===== src/rtl/lsu_ctrl_if.sv =====
// Request/response and data-memory signal bundle for lsu_ctrl.
// slave is the sequencer's view; master is the core-plus-memory side.
interface lsu_ctrl_if;
    logic        req_valid;
    logic        req_ready;
    logic        req_we;
    logic [2:0]  req_funct3;
    logic [31:0] req_addr;
    logic [31:0] req_wdata;
    logic        rsp_valid;
    logic [31:0] rsp_rdata;
    logic        rsp_err;
    logic [31:0] mem_addr;
    logic [31:0] mem_wdata;
    logic        mem_we;
    logic [31:0] mem_rdata;

    modport slave (
        input  req_valid, req_we, req_funct3, req_addr, req_wdata, mem_rdata,
        output req_ready, rsp_valid, rsp_rdata, rsp_err, mem_addr, mem_wdata, mem_we
    );

    modport master (
        output req_valid, req_we, req_funct3, req_addr, req_wdata, mem_rdata,
        input  req_ready, rsp_valid, rsp_rdata, rsp_err, mem_addr, mem_wdata, mem_we
    );
endinterface


===== src/rtl/lsu_ctrl.sv =====
// Load/store sequencer: RV32 byte/half/word accesses onto a whole-word memory, sub-word
// stores by read-modify-write. Optional feature macro: LSU_MISALIGN_TRAP_EN.
module lsu_ctrl #(
    parameter int unsigned MEM_BYTES = 1024
) (
    input  logic       clk,
    input  logic       rst,
    lsu_ctrl_if.slave  bus
);

    // Every access touches 4 bytes, so the last legal start address is MEM_BYTES-4.
    localparam logic [31:0] MaxAddr = 32'(MEM_BYTES - 4);

    typedef enum logic [1:0] {StIdle, StRead, StWrite, StResp} state_e;

    state_e      state_q, state_d;
    logic [31:0] addr_q, addr_d;
    logic [31:0] wdata_q, wdata_d;
    logic [31:0] old_q, old_d;
    logic [2:0]  f3_q, f3_d;
    logic        we_q, we_d;
    logic        rsp_valid_q, rsp_valid_d;
    logic [31:0] rsp_rdata_q, rsp_rdata_d;
    logic        rsp_err_q, rsp_err_d;

    logic        req_ready;
    logic        accept;
    logic        misalign;
    logic        req_err;

    function automatic logic [31:0] load_ext(input logic [2:0] f3, input logic [31:0] w);
        logic [31:0] r;
        case (f3[1:0])
            2'b00:   r = {{24{w[7] & ~f3[2]}}, w[7:0]};
            2'b01:   r = {{16{w[15] & ~f3[2]}}, w[15:0]};
            default: r = w;
        endcase
        return r;
    endfunction

    function automatic logic [31:0] store_merge(input logic [2:0] f3, input logic [31:0] old,
                                                input logic [31:0] wd);
        logic [31:0] r;
        case (f3[1:0])
            2'b00:   r = {old[31:8], wd[7:0]};
            2'b01:   r = {old[31:16], wd[15:0]};
            default: r = wd;
        endcase
        return r;
    endfunction

    assign req_ready = (state_q == StIdle) && !rst;
    assign accept    = bus.req_valid && req_ready;

    always_comb begin
        misalign = 1'b0;
`ifdef LSU_MISALIGN_TRAP_EN
        if (bus.req_funct3[1:0] == 2'b01) begin
            misalign = bus.req_addr[0];
        end else if (bus.req_funct3[1:0] == 2'b10) begin
            misalign = |bus.req_addr[1:0];
        end
`endif
        req_err = (bus.req_funct3 == 3'b011) || (bus.req_funct3[2:1] == 2'b11) ||
                  (bus.req_we && bus.req_funct3[2]) ||
                  (bus.req_addr > MaxAddr) || misalign;
    end

    always_comb begin
        state_d     = state_q;
        addr_d      = addr_q;
        wdata_d     = wdata_q;
        old_d       = old_q;
        f3_d        = f3_q;
        we_d        = we_q;
        rsp_valid_d = 1'b0;
        rsp_rdata_d = rsp_rdata_q;
        rsp_err_d   = rsp_err_q;

        unique case (state_q)
            StIdle: begin
                if (accept) begin
                    addr_d  = bus.req_addr;
                    wdata_d = bus.req_wdata;
                    f3_d    = bus.req_funct3;
                    we_d    = bus.req_we;
                    if (req_err) begin
                        state_d     = StResp;
                        rsp_valid_d = 1'b1;
                        rsp_err_d   = 1'b1;
                        rsp_rdata_d = '0;
                    end else if (bus.req_we && (bus.req_funct3[1:0] == 2'b10)) begin
                        state_d = StWrite;
                    end else begin
                        state_d = StRead;
                    end
                end
            end
            StRead: begin
                old_d = bus.mem_rdata;
                if (we_q) begin
                    state_d = StWrite;
                end else begin
                    state_d     = StResp;
                    rsp_valid_d = 1'b1;
                    rsp_err_d   = 1'b0;
                    rsp_rdata_d = load_ext(f3_q, bus.mem_rdata);
                end
            end
            StWrite: begin
                state_d     = StResp;
                rsp_valid_d = 1'b1;
                rsp_err_d   = 1'b0;
                rsp_rdata_d = '0;
            end
            StResp: begin
                state_d = StIdle;
            end
            default: begin
                state_d = StIdle;
            end
        endcase
    end

    always_ff @(posedge clk) begin
        if (rst) begin
            state_q     <= StIdle;
            addr_q      <= '0;
            wdata_q     <= '0;
            old_q       <= '0;
            f3_q        <= '0;
            we_q        <= 1'b0;
            rsp_valid_q <= 1'b0;
            rsp_rdata_q <= '0;
            rsp_err_q   <= 1'b0;
        end else begin
            state_q     <= state_d;
            addr_q      <= addr_d;
            wdata_q     <= wdata_d;
            old_q       <= old_d;
            f3_q        <= f3_d;
            we_q        <= we_d;
            rsp_valid_q <= rsp_valid_d;
            rsp_rdata_q <= rsp_rdata_d;
            rsp_err_q   <= rsp_err_d;
        end
    end

    assign bus.req_ready = req_ready;
    assign bus.rsp_valid = rsp_valid_q;
    assign bus.rsp_rdata = rsp_rdata_q;
    assign bus.rsp_err   = rsp_err_q;
    assign bus.mem_addr  = addr_q;
    // Built only from registers, so it is stable across the falling-edge write.
    assign bus.mem_wdata = store_merge(f3_q, old_q, wdata_q);
    assign bus.mem_we    = (state_q == StWrite) && !rst;

endmodule

===== src/flat_wrapper.sv =====
// flat-port wrapper written by rule: the top's interface ports become plain ports
module lsu_ctrl_flat 
#(
    parameter int unsigned MEM_BYTES = 1024
)
  (clk, rst, bus_req_valid, bus_req_we, bus_req_funct3, bus_req_addr, bus_req_wdata, bus_mem_rdata, bus_req_ready, bus_rsp_valid, bus_rsp_rdata, bus_rsp_err, bus_mem_addr, bus_mem_wdata, bus_mem_we);
  lsu_ctrl_if bus_i ();
  input  logic clk;
  input  logic rst;
  input wire logic [$bits(bus_i.req_valid)-1:0] bus_req_valid;
  input wire logic [$bits(bus_i.req_we)-1:0] bus_req_we;
  input wire logic [$bits(bus_i.req_funct3)-1:0] bus_req_funct3;
  input wire logic [$bits(bus_i.req_addr)-1:0] bus_req_addr;
  input wire logic [$bits(bus_i.req_wdata)-1:0] bus_req_wdata;
  input wire logic [$bits(bus_i.mem_rdata)-1:0] bus_mem_rdata;
  output wire logic [$bits(bus_i.req_ready)-1:0] bus_req_ready;
  output wire logic [$bits(bus_i.rsp_valid)-1:0] bus_rsp_valid;
  output wire logic [$bits(bus_i.rsp_rdata)-1:0] bus_rsp_rdata;
  output wire logic [$bits(bus_i.rsp_err)-1:0] bus_rsp_err;
  output wire logic [$bits(bus_i.mem_addr)-1:0] bus_mem_addr;
  output wire logic [$bits(bus_i.mem_wdata)-1:0] bus_mem_wdata;
  output wire logic [$bits(bus_i.mem_we)-1:0] bus_mem_we;
  assign bus_i.req_valid = bus_req_valid;
  assign bus_i.req_we = bus_req_we;
  assign bus_i.req_funct3 = bus_req_funct3;
  assign bus_i.req_addr = bus_req_addr;
  assign bus_i.req_wdata = bus_req_wdata;
  assign bus_i.mem_rdata = bus_mem_rdata;
  assign bus_req_ready = bus_i.req_ready;
  assign bus_rsp_valid = bus_i.rsp_valid;
  assign bus_rsp_rdata = bus_i.rsp_rdata;
  assign bus_rsp_err = bus_i.rsp_err;
  assign bus_mem_addr = bus_i.mem_addr;
  assign bus_mem_wdata = bus_i.mem_wdata;
  assign bus_mem_we = bus_i.mem_we;
  lsu_ctrl #(.MEM_BYTES(MEM_BYTES)) u_core (.clk(clk), .rst(rst), .bus(bus_i));
endmodule

===== config.mk =====
export PLATFORM = sky130hd
export DESIGN_NAME = lsu_ctrl_flat
export DESIGN_NICKNAME = d
export VERILOG_FILES = /design/src/rtl/lsu_ctrl_if.sv /design/src/rtl/lsu_ctrl.sv /design/src/flat_wrapper.sv
export SDC_FILE = /design/constraint.sdc
export NUM_CORES = 1
export LEC_CHECK = 0
export CORE_MARGIN = 1.5
export CORE_UTILIZATION = 49
export DETAILED_ROUTE_END_ITERATION = 8
export PLACE_DENSITY = 0.87
export SYNTH_ARGS = -nofsm -noshare
export SYNTH_HDL_FRONTEND = slang
export SYNTH_SLANG_ARGS = --single-unit
export TNS_END_PERCENT = 100

===== constraint.sdc =====
create_clock -name clk -period 3.1 [get_ports clk]
set_input_delay 0.62 -clock clk [delete_from_list [all_inputs] [get_ports clk]]
set_output_delay 0.62 -clock clk [all_outputs]
set_load 0.02 [all_outputs]

==> out/results.txt, run 1 <==
worst path cell trace: buf_12, nor2_2, nand2_1, nand2_1, clkdlybuf4s50_1
final hold violation count: 0
Via density: 5.35
layout cells sized above 1: 7.82%
cts bufs inserted: 17
Slew headroom: 45.9%
GPL Wtd Cong: 0.882
leading post-synthesis cells by cell area: dfxtp_1 (45%), nand2_1 (11%), nand3b_1 (11%)
pin slew with the least headroom to its limit: 0.812 ns
Setup CP Type: flop to primary output
Worst path slowest cell: clkdlybuf4s50_1
DRT antenna net count: 0
H-tree depth: 4
First-pass DRT Iterations: 5
Vias: 5,347
Synth Register Bits: 128
total gr overflow: 0
distinct cell type count of the synthesized netlist: 40
Area Growth Syn to Fin: 44.4%
post_cts resized: 0
pwr dens: 787 mW/mm^2
count of input and output buffers: 202
placed cells: 969
I/O pin total: 203
first-pass GRT wire length: 25.3 mm
final setup fails: 0
Mean Syn Cell Area: 8.41 um^2
WL/cell: 15.6 um
Syn. warnings: 0
register area: 0.00256 mm^2
crit path max fanout: 31
top-count cell post-synth: nand2_1
setup bufs post-CTS: 0
Post-synth EDFFs: 0
Post-Syn Nets: 789
HPWL Detailed: 10.7 mm
Worst EP required: 2.48 ns
First DRT Iteration DRCs: 457
final worst path period share: 87.2%
clock sink count: 128
Leakage: 3.26 nW
PnR Total Power: 0.00651 W
vias in the first global route: 5,174
final-stage net count: 953
worst min path class: flop to flop
Overall Global Routing Usage: 25.4%
core area: 0.0114 mm^2
Routed WL: 15.6 mm
Synth top cells by count: nand2_1 (170), dfxtp_1 (128), nand3b_1 (84), clkbuf_1 (45), a21oi_1 (34)
Worst VDD drop: 0.560 mV
Primary FF master, synth: dfxtp_1
# diodes: 0
Synth Instances: 681
footprint of the multi-input gates: 0.00284 mm^2
RSZ-0062 raised after global routing: false
FP Rows: 39
clock buffer depth: 2
CP endpoint kind: primary output
Die X: 111 um
Fillers: 886
maxcap violations: 0
Post-synth ARST share: 0%
final non-filler cell total: 1,000
top cell type's share of synthesized area: 44.7%
setup TNS: 0 ns
latest clock arrival within the worst-skew pair: 0.41 ns
die height: 111 um
drt drc: 0
clock tree from TritonCTS: done
Max Slew Vio Count: 0
die area: 0.0123 mm^2
most frequent CP cell: nand2_1
Worst path max stage delay: 0.60 ns
skew final: 0.00493 ns
clock slew at reported path FFs: 0.05 ns
Mapped Area: 0.00573 mm^2
Seq/Total Area, Yosys: 44.7%
Starting Density: 50.2%
Worst Path Arrival: 2.08 ns
Clock Tree Root: clkbuf_16
final hold slack: 0.467 ns
Synth area leader: dfxtp_1
post-layout min period: 2.70 ns
Max Freq: 0.370 GHz
outcome: completed
CP Launch Type: flop
Post-CTS Hold Buffers: 0
largest net degree at the start of global routing: 71
initial antenna violation count: 0
==> layout make-up <==
cell class / count / share of cell area [%]
Clock inverter: 4 / 0.272
Clock buffer: 27 / 6.57
Inverter: 4 / 0.182
Multi-Input combinational cell: 484 / 34.4
Sequential cell: 128 / 31.0
Tap cell: 143 / 2.16
Timing Repair Buffer: 210 / 25.4
==> worst paths after layout <==
| kind | slack (ns) | startpoint | cells past startpoint | to |
|---|---|---|---|---|
| setup / recovery | 0.40 | u_core.f3_q[1] | 5 | bus_mem_wdata[14] |
| hold / removal | 0.47 | u_core.bus.rsp_rdata[16] | 2 | u_core.bus.rsp_rdata[16] |
| setup reg to reg | 0.98 | u_core.state_q[1] | 6 | u_core.bus.rsp_rdata[28] |
| hold reg to reg | 0.47 | u_core.bus.rsp_rdata[16] | 2 | u_core.bus.rsp_rdata[16] |
==> sequential cells by signal, summed over array words and instances (netlist names) <==
name,cells
u_core.wdata_q,32
u_core.bus.rsp_rdata,32
u_core.old_q,24
u_core.bus.rsp_valid,1
u_core.f3_q,3
u_core.we_q,1
u_core.bus.mem_addr,32
u_core.state_q,2
u_core.bus.rsp_err,1
==> per-layer routing <==
layer	wire length, um	vias to the layer above	track usage (%)
met4	423	0	11.6
met3	1060	36	7.44
met2	7440	200	42.1
li1	-	2620	-
met1	6660	2491	30.6
met5	0	-	0
==> cell usage in the layout (no fill, tap or decap), drive strengths merged, types with 4 or more instances in the layout <==
| master | Yosys | routed |
|---|---|---|
| nor2b | 10 | 10 |
| buf | 20 | 9 |
| mux2i | 24 | 24 |
| inv | 4 | 4 |
| nand2b | 18 | 18 |
| or3 | 25 | 25 |
| nor2 | 27 | 27 |
| a21oi | 37 | 37 |
| dfxtp | 128 | 128 |
| clkbuf | 45 | 27 |
| mux2 | 17 | 17 |
| nand3b | 84 | 84 |
| o41ai | 7 | 7 |
| ha | 5 | 5 |
| o21ai | 35 | 35 |
| nor4 | 6 | 6 |
| clkdlybuf4s50 | 0 | 201 |
| nand2 | 170 | 170 |
==> worst max-delay path: cells and delay by family (launching register included) <==
family / cells / cell delay (ns)
simple gates: 3 / 0.48
flops: 1 / 0.39
buf+inv: 2 / 0.80
==> metrics by stage <==
| step | area, um^2 | util (%) | setup WS (ns) |
|---|---|---|---|
| 2_1_floorplan | 5730 | - | 0.915 |
| 3_3_place_gp | 7700 | 67.5 | 0.398 |
| 3_5_place_dp | 7700 | 67.5 | 0.317 |
| 4_1_cts | 8270 | 72.4 | 0.374 |
| 5_1_grt | 8270 | 72.4 | 0.296 |
| 6_report | 8270 | 72.4 | 0.397 |
==> cells by family after synthesis <==
group	after synthesis	synth area share, %
AO/OA/AOI/OAI	86	8.71
adder cells (fa/ha/maj)	5	1.09
buffers and inverters	69	5.74
flip-flops	128	44.7
multiplexers	41	7.53
AND/OR/NAND/NOR	352	32.2
==> where the power goes <==
| part | switching, W | internal [W] | total [W] |
|---|---|---|---|
| logic | 0.00134 | 0.00110 | 0.00244 |
| registers | 0.000200 | 0.00200 | 0.00220 |
| clock network | 0.000686 | 0.00118 | 0.00187 |
| total | 0.00223 | 0.00428 | 0.00651 |
Note: power is estimated with default switching activity, not from simulation.
==> run 2, diff against run 1 <==
==> constraint.sdc (replaced) <==
create_clock -name clk -period 3.1 [get_ports clk]
set_input_delay 0.93 -clock clk [delete_from_list [all_inputs] [get_ports clk]]
set_output_delay 0.93 -clock clk [all_outputs]
set_load 0.02 [all_outputs]
==> run 2 against run 1 <==
Against the previous run: flip-flop and latch count stayed put; first-iteration DRC count is 2.0% lower; utilization is 0.33 points higher; sequential power hardly changed; critical path depth is 1 lower; die area stayed put; cell count is 0.20% lower; fmax is 7.6% lower; via count is 0.62% higher; combinational power hardly changed; clock power is 5% higher; count of clock-buffer cells in the layout is 3 lower.
==> out/results.txt, run 2 (synthesized netlist as in run 1, its figures left out) <==
outcome: completed
WL/cell: 15.9 um (+2.1%)
Starting Density: 50.2% (unchanged)
FP Rows: 39 (unchanged)
Leakage: 3.28 nW (+0.38%)
Via density: 5.39 (+0.82%)
total gr overflow: 0 (unchanged)
Setup CP Type: flop to primary output
First DRT Iteration DRCs: 448 (-2.0%)
largest net degree at the start of global routing: 78 (+9.9%)
Gate power share: 37.1% (-0.4 points)
FF-to-FF setup slack: 0.95 ns (-0.03 ns)
latest clock arrival within the worst-skew pair: 0.41 ns (about the same)
Max Freq: 0.342 GHz (-7.6%)
H-tree depth: 4 (unchanged)
die area: 0.0123 mm^2 (unchanged)
Worst EP required: 2.17 ns (-0.31 ns)
worst min path class: flop to flop
first-pass GRT wire length: 25.3 mm (about the same)
clock slew at reported path FFs: 0.05 ns (about the same)
GPL Wtd Cong: 0.886 (+0.36%)
FF-to-FF path depth: 6 (unchanged)
cts bufs inserted: 17 (unchanged)
PnR Total Power: 0.00664 W (+2.0%)
CP endpoint kind: primary output
skew final: 0.00923 ns (+0.00429 ns)
Sw Ratio: 33.8% (-0.51 points)
footprint of the multi-input gates: 0.00284 mm^2 (unchanged)
vias in the first global route: 5,265 (+1.8%)
placed inst area: 0.00772 mm^2 (+0.16%)
CP Launch Type: flop
Max Slew Vio Count: 0 (unchanged)
pre-CTS WS: 0.0268 ns (-0.290 ns)
count of input and output buffers: 202 (unchanged)
First-pass DRT Iterations: 5 (unchanged)
final worst path period share: 94.3% (+7.1 points)
CP Capture Point: bus_req_ready
final setup fails: 0 (unchanged)
Die X: 111 um (unchanged)
clock buffer depth: 2 (unchanged)
clock tree from TritonCTS: done
DRT antenna net count: 0 (unchanged)
initial antenna violation count: 0 (unchanged)
layout cells sized above 1: 7.84% (+0.018 points)
final-stage net count: 953 (unchanged)
most frequent cells in the layout: clkdlybuf4s50_1 (201), nand2_1 (169), dfxtp_1 (127), nand3b_1 (84), a21oi_1 (34)
RR Endpoint: u_core.bus.rsp_rdata[28]
Clock Tree Root: clkbuf_16
origin of the critical flop-to-flop path: u_core.state_q[1]
Worst Path Arrival: 1.99 ns (-0.09 ns)
Slew headroom: 41.3% (-4.6 points)
Fillers: 860 (-2.9%)
Overall Global Routing Usage: 25.5% (about the same)
pin slew with the least headroom to its limit: 0.880 ns (+0.0686 ns)
pwr dens: 799 mW/mm^2 (+1.5%)
Worst VDD drop: 0.538 mV (-3.9%)
Seq pwr share: 33.2% (-0.6 points)
core area: 0.0114 mm^2 (unchanged)
maxcap violations: 0 (unchanged)
Area Growth Syn to Fin: 45.0%
most common cell after layout, fill and taps aside: clkdlybuf4s50_1
setup TNS: 0 ns (unchanged)
post-layout min period: 2.92 ns (+0.221 ns)
NetSw: 0.00224 W (+0.48%)
CP startpoint: u_core.state_q[0]
final hold violation count: 0 (unchanged)
Final Worst Setup Slack: 0.176 ns (-0.221 ns)
P_int: 0.00440 W (+2.8%)
register area: 0.00256 mm^2 (about the same)
clock sink count: 128 (unchanged)
Vias: 5,380 (+0.62%)
fin area: 0.00831 mm^2 (+0.45%)
die height: 111 um (unchanged)
HPWL Detailed: 10.7 mm (-0.51%)
# diodes: 0 (unchanged)
I/O pin total: 203 (unchanged)
part of the power in the clock network: 29.7% (+1.0 points)
crit path max fanout: 6 (-81%)
RSZ-0062 raised after global routing: false
drt drc: 0 (unchanged)
Routed WL: 15.9 mm (+1.9%)
[run 2: cell count changes in the layout (fill, tap and decap cells not counted), sizes merged]
cell / delta
clkbuf: -3
bufinv: +2
clkinv: -1
[run 2: worst min path at each step]
stage | from | end | slack [ns] | depth (start not counted)
after CTS | u_core.bus.rsp_rdata[22] | u_core.bus.rsp_rdata[22] | 0.47 | 2
after global placement | u_core.bus.rsp_rdata[16] | u_core.bus.rsp_rdata[16] | 0.45 | 2
after floorplan | u_core.wdata_q[16] | u_core.wdata_q[16] | 0.45 | 2
after detailed placement | u_core.bus.mem_addr[20] | u_core.bus.mem_addr[20] | 0.46 | 2
final | u_core.wdata_q[24] | u_core.wdata_q[24] | 0.47 | 2
after global routing | u_core.bus.rsp_rdata[4] | u_core.bus.rsp_rdata[4] | 0.49 | 2
[run 2: metrics by stage]
step                      cells  hold slack [ns]  utilization (%)
after floorplan             681            0.446                -
after global placement      969            0.454             67.6
after detailed placement    969            0.460             67.6
after CTS                   998            0.471             72.7
after global routing        998            0.490             72.8
final                       998            0.469             72.8
[run 2: per-layer routing]
| layer | routed length, um | global-route usage, % |
|---|---|---|
| met1 | 6650 | 29.8 |
| met5 | 0 | 0 |
| met2 | 7560 | 41.2 |
| met4 | 603 | 14.6 |
| met3 | 1060 | 8.15 |
[run 2: power by group through the flow]
stage | Sequential (W) | Clock, W | Combinational (W)
finish | 0.00220 | 0.00197 | 0.00246
global placement | 0.00221 | 0 | 0.00237
CTS | 0.00220 | 0.00200 | 0.00247
global route | 0.00224 | 0.00208 | 0.00265
detailed placement | 0.00223 | 0 | 0.00244
floorplan | 0.00238 | 0 | 0.00132
[run 2: timing repair]
action / CTS / global route
endpoints found under the setup margin: 0 / 1
buffers inserted: 0 / 0
hold buffers: 0 / 0
gates resized for setup: 0 / 1
[run 2: cell type report]
| type | count | share of cell area [%] |
|---|---|---|
| Clock buffer | 24 | 6.16 |
| Clock inverter | 5 | 0.934 |
| Inverter | 4 | 0.181 |
| Multi-Input combinational cell | 484 | 34.2 |
| Sequential cell | 128 | 30.9 |
| Tap cell | 143 | 2.15 |
| Timing Repair Buffer | 210 | 25.5 |
[run 2: critical path, cell delays in order, from the launching register on]
cell and delay, ns:
dfxtp_1 0.35, inv_1 0.12, ha_1 0.26, nor2b_1 0.21, clkdlybuf4s50_1 0.64
==> run 3, diff against run 2 <==
CORE_ASPECT_RATIO = 0.9   (was not set)
==> run 3 against run 2 <==
Against the previous run: count of clock-buffer cells in the layout down 5; global-route usage up 0.56 points; largest cell class unchanged; wire length up 1.4%; cell count up 2.0%; via count up 0.59%; first-iteration DRC count down 14%; die area about the same; total power up 2.7%; non-clock buffer count up 4; sequential power about the same; fmax down 2.1%.
==> out/results.txt, run 3 (synthesized netlist as in run 1, its figures left out) <==
outcome: completed
Setup CP Type: flop to primary output
Post-CTS Hold Buffers: 0 (unchanged)
Area Growth Syn to Fin: 46.6%
crit path max fanout: 26 (+20)
RSZ-0062 raised after global routing: false
Routed WL: 16.1 mm (+1.4%)
worst path cell trace: buf_4, mux2_2, clkdlybuf4s50_1
WL/cell: 15.8 um (-0.61%)
worst min path class: flop to flop
clock slew at reported path FFs: 0.06 ns (about the same)
Die X: 117 um (+5.3%)
die height: 106 um (-5.0%)
Leakage: 3.32 nW (+1.4%)
final setup fails: 0 (unchanged)
total gr overflow: 0 (unchanged)
drt drc: 0 (unchanged)
PnR Total Power: 0.00682 W (+2.7%)
final hold violation count: 0 (unchanged)
DRT antenna net count: 0 (unchanged)
Worst VDD drop: 0.498 mV (-7.4%)
final-stage net count: 957 (+0.42%)
layout cells sized above 1: 8.58% (+0.75 points)
Overall Global Routing Usage: 26.0% (+0.56 points)
clock sink count: 128 (unchanged)
I/O pin total: 203 (unchanged)
setup bufs post-CTS: 0 (unchanged)
Starting Density: 50.1% (-0.071 points)
die area: 0.0124 mm^2 (about the same)
Worst Path Arrival: 2.06 ns (+0.07 ns)
maxcap violations: 0 (unchanged)
P_int: 0.00451 W (+2.5%)
CP Launch Type: flop
FP Rows: 37 (-5.1%)
clock buffer depth: 2 (unchanged)
HPWL Detailed: 11.0 mm (+2.7%)
WP buf/inv: 2 (unchanged)
cts bufs inserted: 17 (unchanged)
clock tree from TritonCTS: done
cell family with most CP delay: buffers and inverters
count of input and output buffers: 202 (unchanged)
skew final: 0.0106 ns (+0.00133 ns)
initial antenna violation count: 1 (+1)
vias in the first global route: 5,056 (-4.0%)
part of the power in the clock network: 31.1% (+1.4 points)
Max Slew Vio Count: 0 (unchanged)
GPL Wtd Cong: 0.834 (-5.8%)
Max Freq: 0.335 GHz (-2.1%)
Gate power share: 36.7% (-0.4 points)
First DRT Iteration DRCs: 384 (-14%)
post-layout min period: 2.99 ns (+0.0629 ns)
largest net degree at the start of global routing: 113 (+45%)
First-pass DRT Iterations: 5 (unchanged)
pwr dens: 812 mW/mm^2 (+1.6%)
Fillers: 894 (+4.0%)
most common cell after layout, fill and taps aside: clkdlybuf4s50_1
latest clock arrival within the worst-skew pair: 0.42 ns (about the same)
Worst EP required: 2.17 ns (about the same)
pin slew with the least headroom to its limit: 1.02 ns (+0.143 ns)
final worst path period share: 96.4% (+2.0 points)
# diodes: 0 (unchanged)
Worst path max stage delay: 0.57 ns (-0.07 ns)
NetSw: 0.00231 W (+2.9%)
Worst path slowest cell: clkdlybuf4s50_1
Seq pwr share: 32.2% (-1.0 points)
Vias: 5,412 (+0.59%)
Clock Tree Root: clkbuf_16
setup TNS: 0 ns (unchanged)
CP endpoint kind: primary output
core area: 0.0114 mm^2 (+0.14%)
Via density: 5.32 (-1.4%)
FF-to-FF setup slack: 0.96 ns (about the same)
Sw Ratio: 33.8% (+0.077 points)
first-pass GRT wire length: 24.9 mm (-1.6%)
most frequent cells in the layout: clkdlybuf4s50_1 (200), nand2_1 (169), dfxtp_1 (128), nand3b_1 (84), a21oi_1 (34)
Slew headroom: 31.8% (-9.5 points)
H-tree depth: 4 (unchanged)
[run 3: cell types whose count changed in the layout (fill, tap and decap cells not counted), sizes merged]
| cell | delta |
|---|---|
| clkdlybuf4s50 | -1 |
| clkbuf | -5 |
| buf | +4 |
| bufinv | +2 |
| dlymetal6s2s | +1 |
| clkinvlp | +3 |
| clkinv | +3 |
[run 3: timing repair]
action	4_1_cts	5_1_grt
endpoints found under the setup margin	0	4
gates resized for setup	0	2
endpoints found under the hold margin	0	0
[run 3: area by class of cell]
type                       instances  area (um^2)  share of cell area [%]
timing repair buffer             214         2140                    25.4
multi-input combinational        484         2850                    33.9
inverter                           4         15.0                   0.179
sequential                       128         2560                    30.5
clock inverter                    13          186                    2.22
tap                              156          195                    2.32
clock buffer                      19          453                    5.39
[run 3: tightest hold or removal path, cell delays in order, from the launching register on]
cell     delay, ns
dfxtp_1       0.32
o21ai_2       0.06
a21oi_2       0.04
[run 3: final timing paths]
| check | start | end | cells past startpoint |
|---|---|---|---|
| setup / recovery | u_core.f3_q[1] | bus_mem_wdata[19] | 3 |
| hold / removal | u_core.bus.rsp_rdata[16] | u_core.bus.rsp_rdata[16] | 2 |
| setup reg to reg | u_core.state_q[0] | u_core.bus.rsp_rdata[27] | 8 |
| hold reg to reg | u_core.bus.rsp_rdata[16] | u_core.bus.rsp_rdata[16] | 2 |
[run 3: layer usage]
metal  vias up  wire length, um  GRT usage (%)  part of all wire, %
met2       217             7740           42.0                   48
met3        19             1330           9.32                  8.2
met4         2              191           8.00                  1.2
met5         -               13              0                0.081
met1      2540             6830           32.4                   42
li1       2634                -              -                    -
[run 3: power groups by stage]
stage                     clock network [W]  logic, W  registers, W
after global placement                    0   0.00242       0.00220
after floorplan                           0   0.00132       0.00238
final                               0.00212   0.00250       0.00220
after CTS                           0.00216   0.00250       0.00219
after detailed placement                  0   0.00248       0.00222
after global routing                0.00223   0.00269       0.00223
[run 3: per-stage QoR]
step	cell area (um^2)	hold slack (ns)	std cells	setup WS, ns	utilization (%)
6_report	8400	0.470	1018	0.113	73.4
5_1_grt	8400	0.488	1018	0.0141	73.4
2_1_floorplan	5730	0.446	681	0.605	-
4_1_cts	8390	0.470	1018	0.0532	73.4
3_5_place_dp	7750	0.462	986	-0.0254	67.8
3_3_place_gp	7750	0.457	986	0.0818	67.8
